$ cat config.mk
export PLATFORM = sky130hd
export DESIGN_NAME = uart_rx_flat
export DESIGN_NICKNAME = d
export VERILOG_FILES = /design/src/rtl/uart_rx_if.sv /design/src/rtl/uart_rx.sv /design/src/flat_wrapper.sv
export SDC_FILE = /design/constraint.sdc
export NUM_CORES = 1
export LEC_CHECK = 0
export ABC_AREA = 1
export ABC_CLOCK_PERIOD_IN_PS = 1900
export BUFFER_PORTS_ARGS = -buffer_cell sky130_fd_sc_hd__clkbuf_2
export CORE_MARGIN = 4
export CORE_UTILIZATION = 56
export DETAILED_ROUTE_END_ITERATION = 10
export PLACE_DENSITY = 0.72
export SKIP_CTS_REPAIR_TIMING = 1
export SYNTH_ARGS = -nofsm -noshare
export SYNTH_HDL_FRONTEND = slang
export SYNTH_SLANG_ARGS = --single-unit
$ cat constraint.sdc
create_clock -name clk1 -period 1.9 [get_ports clk1]
set_input_delay 0.38 -clock clk1 [delete_from_list [all_inputs] [get_ports clk1]]
set_output_delay 0.38 -clock clk1 [all_outputs]
set_load 0.1 [all_outputs]
$ cat src/rtl/uart_rx_if.sv
// UART receiver signal bundle: serial input plus received-byte outputs.
interface uart_rx_if;
  logic       rx;
  logic [7:0] data;
  logic       valid;
  logic       frame_err;
  logic       busy;

  // Line driver / byte consumer side.
  modport master (
    output rx,
    input  data,
    input  valid,
    input  frame_err,
    input  busy
  );

  // Receiver side.
  modport slave (
    input  rx,
    output data,
    output valid,
    output frame_err,
    output busy
  );
endinterface

$ cat src/rtl/uart_rx.sv
// 8N1 UART receiver with mid-bit sampling, glitch rejection and break handling.
// OVERSAMPLE must be even and >= 4.
module uart_rx #(
  parameter int unsigned OVERSAMPLE = 16
) (
  input logic     clk1,
  input logic     rstn,
  uart_rx_if.slave bus
);

  localparam int unsigned CntW = (OVERSAMPLE > 1) ? $clog2(OVERSAMPLE) : 1;
  localparam logic [CntW-1:0] CntMax  = CntW'(OVERSAMPLE - 1);
  localparam logic [CntW-1:0] CntHalf = CntW'(OVERSAMPLE / 2 - 1);

  typedef enum logic [2:0] {
    StIdle,
    StStart,
    StData,
    StStop,
    StBreak
  } state_e;

  state_e          r_state, w_state_d;
  logic            r_sync1, r_rx_s;
  logic [CntW-1:0] r_cnt, w_cnt_d;
  logic [2:0]      r_bit_idx, w_bit_idx_d;
  logic [7:0]      r_shift, w_shift_d;
  logic [7:0]      r_data, w_data_d;
  logic            r_valid, w_valid_d;
  logic            r_frame_err, w_frame_err_d;

  logic            w_cnt_wrap;
  logic            w_cnt_half;
  logic            w_bit_term;

  assign w_cnt_wrap = (r_cnt == CntMax);
  assign w_cnt_half = (r_cnt == CntHalf);
  // Terminal flag: the bit about to be sampled is bit 7, so the index never advances past it.
  assign w_bit_term = (r_bit_idx == 3'd7);

  // Two-flop synchronizer; resets to the idle-high line level.
  always_ff @(posedge clk1 or negedge rstn) begin
    if (!rstn) begin
      r_sync1 <= 1'b1;
      r_rx_s  <= 1'b1;
    end else begin
      r_sync1 <= bus.rx;
      r_rx_s  <= r_sync1;
    end
  end

  // FSM state register.
  always_ff @(posedge clk1 or negedge rstn) begin
    if (!rstn) begin
      r_state <= StIdle;
    end else begin
      r_state <= w_state_d;
    end
  end

  // Next state, counters, shift register and output pulses.
  always_comb begin
    w_state_d     = r_state;
    w_cnt_d       = r_cnt;
    w_bit_idx_d   = r_bit_idx;
    w_shift_d     = r_shift;
    w_data_d      = r_data;
    w_valid_d     = 1'b0;
    w_frame_err_d = 1'b0;

    case (r_state)
      StIdle: begin
        w_cnt_d     = '0;
        w_bit_idx_d = 3'd0;
        if (!r_rx_s) begin
          w_state_d = StStart;
        end
      end

      StStart: begin
        if (w_cnt_half) begin
          // Mid start bit: a high line here was only a glitch.
          w_cnt_d   = '0;
          w_state_d = r_rx_s ? StIdle : StData;
        end else begin
          w_cnt_d = r_cnt + 1'b1;
        end
      end

      StData: begin
        if (w_cnt_wrap) begin
          w_cnt_d   = '0;
          w_shift_d = {r_rx_s, r_shift[7:1]};
          if (w_bit_term) begin
            w_bit_idx_d = 3'd0;
            w_state_d   = StStop;
          end else begin
            w_bit_idx_d = r_bit_idx + 3'd1;
          end
        end else begin
          w_cnt_d = r_cnt + 1'b1;
        end
      end

      StStop: begin
        if (w_cnt_wrap) begin
          w_cnt_d = '0;
          if (r_rx_s) begin
            w_data_d  = r_shift;
            w_valid_d = 1'b1;
            w_state_d = StIdle;
          end else begin
            w_frame_err_d = 1'b1;
            w_state_d     = StBreak;
          end
        end else begin
          w_cnt_d = r_cnt + 1'b1;
        end
      end

      StBreak: begin
        // Wait for the line to return high so a held-low line cannot start a frame.
        w_cnt_d = '0;
        if (r_rx_s) begin
          w_state_d = StIdle;
        end
      end

      default: begin
        w_state_d   = StIdle;
        w_cnt_d     = '0;
        w_bit_idx_d = 3'd0;
      end
    endcase
  end

  // Datapath registers.
  always_ff @(posedge clk1 or negedge rstn) begin
    if (!rstn) begin
      r_cnt       <= '0;
      r_bit_idx   <= 3'd0;
      r_shift     <= 8'h00;
      r_data      <= 8'h00;
      r_valid     <= 1'b0;
      r_frame_err <= 1'b0;
    end else begin
      r_cnt       <= w_cnt_d;
      r_bit_idx   <= w_bit_idx_d;
      r_shift     <= w_shift_d;
      r_data      <= w_data_d;
      r_valid     <= w_valid_d;
      r_frame_err <= w_frame_err_d;
    end
  end

  assign bus.data      = r_data;
  assign bus.valid     = r_valid;
  assign bus.frame_err = r_frame_err;
  assign bus.busy      = (r_state != StIdle);

endmodule
$ cat src/flat_wrapper.sv
// flat-port wrapper written by rule: the top's interface ports become plain ports
module uart_rx_flat 
#(
  parameter int unsigned OVERSAMPLE = 16
)
  (clk1, rstn, bus_rx, bus_data, bus_valid, bus_frame_err, bus_busy);
  uart_rx_if bus_i ();
  input logic clk1;
  input logic rstn;
  input wire logic [$bits(bus_i.rx)-1:0] bus_rx;
  output wire logic [$bits(bus_i.data)-1:0] bus_data;
  output wire logic [$bits(bus_i.valid)-1:0] bus_valid;
  output wire logic [$bits(bus_i.frame_err)-1:0] bus_frame_err;
  output wire logic [$bits(bus_i.busy)-1:0] bus_busy;
  assign bus_i.rx = bus_rx;
  assign bus_data = bus_i.data;
  assign bus_valid = bus_i.valid;
  assign bus_frame_err = bus_i.frame_err;
  assign bus_busy = bus_i.busy;
  uart_rx #(.OVERSAMPLE(OVERSAMPLE)) u_core (.clk1(clk1), .rstn(rstn), .bus(bus_i));
endmodule
==> results of run 1 <==
==> power breakdown <==
group / switching, mW / internal (mW) / total, mW
Sequential: 0.0769 / 0.708 / 0.785
Combinational: 0.334 / 0.146 / 0.480
Clock: 0.218 / 0.253 / 0.471
==> placed cells by master, fill, tap and decap left out <==
cell type and n:
a21oi_1 3, clkbuf_2 12, clkbuf_4 6, clkbuf_8 3, dfrtp_1 28, dfstp_2 2
ha_1 3, inv_1 15, inv_2 1, nand2_1 32, nand2_2 2, nand3_1 6
nand3_2 1, nand3b_1 1, nor2_1 10, nor2_2 2, nor2_4 2, nor3_4 1
nor3b_1 1, o21ai_0 13, o21ai_2 8, o22ai_1 1, xor2_1 1
==> worst paths after layout <==
| check | endpoint | from | slack (ns) | cells past startpoint |
|---|---|---|---|---|
| worst min register to register | u_core.r_rx_s | u_core.r_sync1 | 0.37 | 0 |
| min in group clk1 | u_core.r_sync1 | bus_rx | 0.13 | 1 |
| worst min-delay path | u_core.r_cnt[2] | rstn | 0.08 | 1 |
| worst max-delay path | bus_busy | u_core.r_state[2] | 0.14 | 3 |
| max in group asynchronous | u_core.bus.data[3] | rstn | 1.36 | 1 |
| worst max register to register | u_core.bus.data[4] | u_core.r_cnt[0] | 0.36 | 6 |
==> layout make-up <==
type                            instances  area (sq um)
Fill cell                             189         759.5
Sequential cell                        30         753.2
Multi-Input combinational cell         87         479.2
Clock buffer                            8         78.83
Timing Repair Buffer                   13         67.56
Inverter                               16         60.06
Tap cell                               28         35.03
==> worst max-delay path: stages (launching register included) <==
cell      delay (ns)
dfrtp_1         0.56
nor2_4          0.07
nand2_1         0.09
clkbuf_4        0.33
==> state kept, by name, summed over array words and instances (netlist names) <==
| name | count |
|---|---|
| u_core.r_bit_idx | 3 |
| u_core.r_state | 3 |
| u_core.bus.valid | 1 |
| u_core.r_cnt | 4 |
| u_core.bus.frame_err | 1 |
| u_core.r_rx_s | 1 |
| u_core.r_shift | 8 |
| u_core.bus.data | 8 |
| u_core.r_sync1 | 1 |
==> Yosys cell counts <==
master,instances,area (sq um)
nor2_2,2,12.51
inv_1,15,56.30
buf_6,2,22.52
o21ai_0,13,65.06
buf_4,1,7.510
nand3b_1,1,7.510
xor2_1,1,8.760
nand2_1,32,120.1
ha_1,3,37.54
nor2_4,2,22.52
a21oi_1,3,15.01
nand3_2,1,10.01
dfstp_2,2,52.55
o22ai_1,1,6.260
nand3_1,6,30.03
nor3_4,1,16.27
o21ai_2,8,70.07
nor3b_1,1,7.510
inv_2,1,3.750
nor2_1,10,37.54
dfrtp_1,28,700.7
nand2_2,2,12.51
==> per-layer routing <==
| layer | GRT usage (%) | vias to the layer above | part of all wire (%) |
|---|---|---|---|
| li1 | - | 463 | - |
| met1 | 19.94 | 442 | 43 |
| met2 | 28.05 | 27 | 49 |
| met3 | 6.437 | 8 | 6.1 |
| met4 | 7.119 | 0 | 2.6 |
| met5 | 0 | - | 0 |
==> metrics by stage <==
| stage | setup WS, ns | setup TNS (ns) | hold WS, ns | cells |
|---|---|---|---|---|
| finish | 0.1422 | 0 | 0.08131 | 182 |
| global route | 0.05740 | 0 | 0.1109 | 182 |
| CTS | -0.002611 | -0.002611 | 0.09597 | 182 |
| detailed placement | 0.3684 | 0 | 0.3569 | 174 |
| global placement | 0.3793 | 0 | 0.3461 | 174 |
| floorplan | 0.1943 | 0 | 0.08441 | 136 |
==> cell families after synthesis <==
family          after synthesis  share of synthesized area [%]
simple gates                 58                          20.91
compound gates               25                          11.83
buf+inv                      19                          6.811
fa+ha+maj                     3                          2.839
xor+xnor                      1                         0.6624
flops                        30                          56.95
==> flow_metrics.tcl, run 1 <==
set metrics [dict create \
    status "completed" \
    p_leak_nw 0.7352 \
    hp-class "primary input to async pin" \
    floorplan.initialDensity_pct 59.22 \
    hold_viol_final 0 \
    diodes 0 \
    cts_tree "done" \
    fp.dieH_um 56.60 \
    htreeDepth 2 \
    power.total_mw 1.735 \
    critPathArrivalTime_ns 1.38 \
    root_buffer "clkbuf_4" \
    ir_drop_mv 0.7195 \
    layout-drive-gt1-share_pct 25.97 \
    max-cap-violations 0 \
    vias_per_cell 5.165 \
    clock_sinks 30 \
    die_w_um 56.60 \
    period_minus_slack_ns 1.758 \
    crit_required_ns 1.52 \
    final_util_pct 65.99 \
    finalClockSkew_ns 0.004424 \
    rsz0062_at_grt "false" \
    syn_to_final_growth_pct 11.45 \
    antenna_found_initial 0 \
    num_rows 17 \
    drc_errors 0 \
    maxSlewHeadroom_pct 53.07 \
    fin_nets 159 \
    routed_wl_mm 2.282 \
    final-setup-viol-count 0 \
    die-area_sq_um 3203 \
    placed_area_sq_um 1393 \
    final_max_slew_viol_count 0 \
    cts_buffers 5 \
    top_level_ports 14 \
    cp_max_fo 8 \
    syn_area_sq_um 1323 \
    drt-initial-drc-count 30 \
    wire_per_inst_um 12.54 \
    numPortBuffers 13 \
    dp_hpwl_mm 1.623 \
    grt_max_degree 31 \
    antenna_left 0 \
    max_freq_mhz 568.9 \
    ys_ff_latch 30 \
    tightest_slew_ns 0.7039 \
    cp-end-kind "output port" \
    grt_usage_pct 17.10 \
    pwr_density_cell_nw_per_um2 1177 \
    grt_pass1_wl_mm 4.188 \
    clock_path_buffers 2 \
    syn_inst 136 \
    clk_pin_slew_worst_paths_ns 0.09 \
    stdcell_area_sq_um 1474 \
    gp_congestion 0.8315 \
    worstSetupPathType "register to output port" \
    dr.pass1.iters 4 \
    core-area_sq_um 2233 \
    ys_types 22 \
    grt_pass1_vias 978 \
    yosys_warnings 0 \
    avgSynthCellArea_sq_um 9.724 \
    gr-total-overflow 0 \
    seq_area_frac_synth_pct 56.95 \
    post-route-period-util_pct 92.52 \
    via_count 940 \
    start_kind "register" \
    synth_nets 142 \
    clock_latency_ns 0.32 \
]
Note: power is estimated with default switching activity, not from simulation.
==> run 2, diff against run 1 <==
--- a/config.mk
+++ b/config.mk
@@ -5,13 +5,13 @@
 export SDC_FILE = /design/constraint.sdc
 export NUM_CORES = 1
 export LEC_CHECK = 0
-export ABC_AREA = 1
+export ABC_AREA = 0
 export ABC_CLOCK_PERIOD_IN_PS = 1900
 export BUFFER_PORTS_ARGS = -buffer_cell sky130_fd_sc_hd__clkbuf_2
 export CORE_MARGIN = 4
 export CORE_UTILIZATION = 56
 export DETAILED_ROUTE_END_ITERATION = 10
-export PLACE_DENSITY = 0.72
+export PLACE_DENSITY = 0.73
 export SKIP_CTS_REPAIR_TIMING = 1
 export SYNTH_ARGS = -nofsm -noshare
 export SYNTH_HDL_FRONTEND = slang
==> run 2 against run 1 <==
Net effect: register-to-register slack worse by 0.19 ns; total power is 2.3% higher; sequential share of layout area is 0.087 points higher; sequential cell count stayed put; sequential power is 8.7% higher; via count is 14% lower; count of clock-buffer cells in the layout is 1 lower; clock power is 18% lower; combinational power is 12% higher; worst setup slack worse by 0.084 ns; area after synthesis is 0.38% lower; critical path depth stayed put; highest routed layer unchanged.
==> flow_metrics.tcl, run 2 <==
set metrics [dict create \
    top_layer "met4" \
    finalClockSkew_ns 0.008710 \
    cts_tree "done" \
    gr-total-overflow 0 \
    max_freq_mhz 543.0 \
    synthArstFlopShare_pct 100.0 \
    cp_slowest_cell "dfrtp_1" \
    cts_buffers 5 \
    synthMostInstantiatedCell "dfrtp_1" \
    ys_ff_latch 30 \
    htreeDepth 2 \
    path_cells "buf_4, or3_1, buf_2" \
    synth_xor_area_share_pct 1.994 \
    via_count 804 \
    stdcell_area_sq_um 1471 \
    clock_latency_ns 0.33 \
    grt_usage_pct 16.02 \
    synthTopCellsByCount "dfrtp_1 (28), mux2_2 (8), mux2_4 (8)" \
    top_level_ports 14 \
    fp.dieH_um 56.51 \
    maxSlewHeadroom_pct 53.36 \
    gp_congestion 0.8067 \
    cp_top_family "buffers and inverters" \
    clock_path_buffers 2 \
    cp-end-kind "output port" \
    vias_per_cell 5.583 \
    placed_area_sq_um 1406 \
    fin_cells 144 \
    synthTopCellsByArea "dfrtp_1 (53%), mux2_4 (9.1%), mux2_2 (6.8%)" \
    syn_to_final_growth_pct 11.68 \
    post-route-period-util_pct 96.92 \
    grt_max_degree 31 \
    diodes 0 \
    antenna_left 0 \
    fin_nets 121 \
    avgSynthCellArea_sq_um 13.58 \
    ir_drop_mv 1.027 \
    start_kind "register" \
    period_minus_slack_ns 1.842 \
    wl_met1_um 986 \
    syn_area_sq_um 1318 \
    worstSetupPathType "register to output port" \
    wire_per_inst_um 15.49 \
    synth_compound_area_share_pct 5.603 \
    critPathArrivalTime_ns 1.46 \
    drt-initial-drc-count 7 \
    clk_pin_slew_worst_paths_ns 0.09 \
    crit_required_ns 1.52 \
    dr.pass1.iters 4 \
    dr_wl_met3_um 108 \
    route.met2.wl_mm 1.069 \
    numPortBuffers 13 \
    layout-drive-gt1-share_pct 38.79 \
    synth_top_area_cell "dfrtp_1" \
    grt_pass1_wl_mm 3.836 \
    status "completed" \
    routed_wl_mm 2.231 \
    syn_inst 97 \
    critPathBufInv 2 \
    grt_pass1_vias 814 \
    num_rows 17 \
    tightest_slew_ns 0.6996 \
    synth.top_cell.area_share_pct 53.18 \
    rsz0062_at_grt "false" \
    core-area_sq_um 2233 \
    placed_cells 136 \
    final-setup-viol-count 0 \
    synth_edf_count 0 \
    synth_nets 103 \
    seq_area_frac_synth_pct 57.17 \
    dp_hpwl_mm 1.600 \
    clock_sinks 30 \
    drc_errors 0 \
    die-area_sq_um 3193 \
    synthFlopType "dfrtp_1" \
    hp-class "primary input to async pin" \
    synthMuxAreaShare_pct 18.23 \
    layout_commonest_cell "dfrtp_1" \
    die_w_um 56.51 \
    mostFrequentLayoutCells "dfrtp_1 (28), clkbuf_2 (12), mux2_2 (8), mux2_4 (8), o21ai_0 (6)" \
    p_leak_nw 0.7236 \
    yosys_warnings 0 \
    final_max_slew_viol_count 0 \
    slowest_delay_ns 0.38 \
    synth-simple-area-share_pct 11.30 \
    root_buffer "clkbuf_4" \
    floorplan.initialDensity_pct 58.99 \
    pwr_density_cell_nw_per_um2 1207 \
    power.total_mw 1.775 \
    antenna_found_initial 0 \
    hold_viol_final 0 \
    ys_types 29 \
    cp_max_fo 10 \
    synth_top_family_by_area "multiplexers" \
    max-cap-violations 0 \
    synthAdderAreaFrac_pct 2.849 \
]
-- run 2: cell count changes in the layout (fill, tap and decap cells not counted), moves of 7 or more --
cell	previous run	this run
o21ai_0	13	6
inv_1	15	1
mux2_2	0	8
o21ai_2	8	0
nand2_1	32	2
mux2_4	0	8
-- run 2: stage by stage --
step / worst slack [ns] / TNS, ns / hold WS, ns / utilization (%)
after floorplan: 0.1962 / 0 / 0.08441 / -
after global placement: 0.1191 / 0 / 0.3466 / 62.97
after detailed placement: 0.04434 / 0 / 0.3488 / 62.97
after CTS: -0.04765 / -0.04765 / 0.1035 / 65.66
after global routing: 0.002748 / 0 / 0.1075 / 65.88
final: 0.05846 / 0 / 0.08251 / 65.88
-- run 2: kinds of logic after synthesis --
| family | Yosys count |
|---|---|
| buf+inv | 6 |
| xor+xnor | 3 |
| fa+ha+maj | 3 |
| flops | 30 |
| simple gates | 24 |
| mux | 19 |
| compound gates | 12 |
-- run 2: final timing paths --
path,startpoint,to,slack [ns],cells past startpoint
max,u_core.r_state[2],bus_busy,0.06,3
min,rstn,u_core.r_bit_idx[2],0.08,1
max reg2reg,u_core.r_cnt[0],u_core.bus.data[6],0.17,4
min reg2reg,u_core.r_sync1,u_core.r_rx_s,0.36,0
max in group asynchronous,rstn,u_core.r_state[2],1.37,1
min in group clk1,bus_rx,u_core.r_sync1,0.13,1
-- run 2: cell type report --
type / count / area (sq um)
Tap cell: 28 / 35.03
Clock buffer: 7 / 55.05
Timing Repair Buffer: 16 / 87.58
Sequential cell: 30 / 753.2
Clock inverter: 1 / 5.005
Multi-Input combinational cell: 61 / 531.8
Fill cell: 171 / 762.0
Inverter: 1 / 3.754
-- run 2: layer usage --
| layer | global-route usage, % | vias up |
|---|---|---|
| met3 | 6.667 | 8 |
| met4 | 8.136 | 0 |
| li1 | - | 383 |
| met5 | 0 | - |
| met2 | 24.92 | 22 |
| met1 | 18.84 | 391 |
-- run 2: power by group --
| part | internal, mW | switching [mW] | total [mW] |
|---|---|---|---|
| Combinational | 0.223 | 0.314 | 0.537 |
| Sequential | 0.743 | 0.110 | 0.853 |
| Clock | 0.179 | 0.206 | 0.385 |
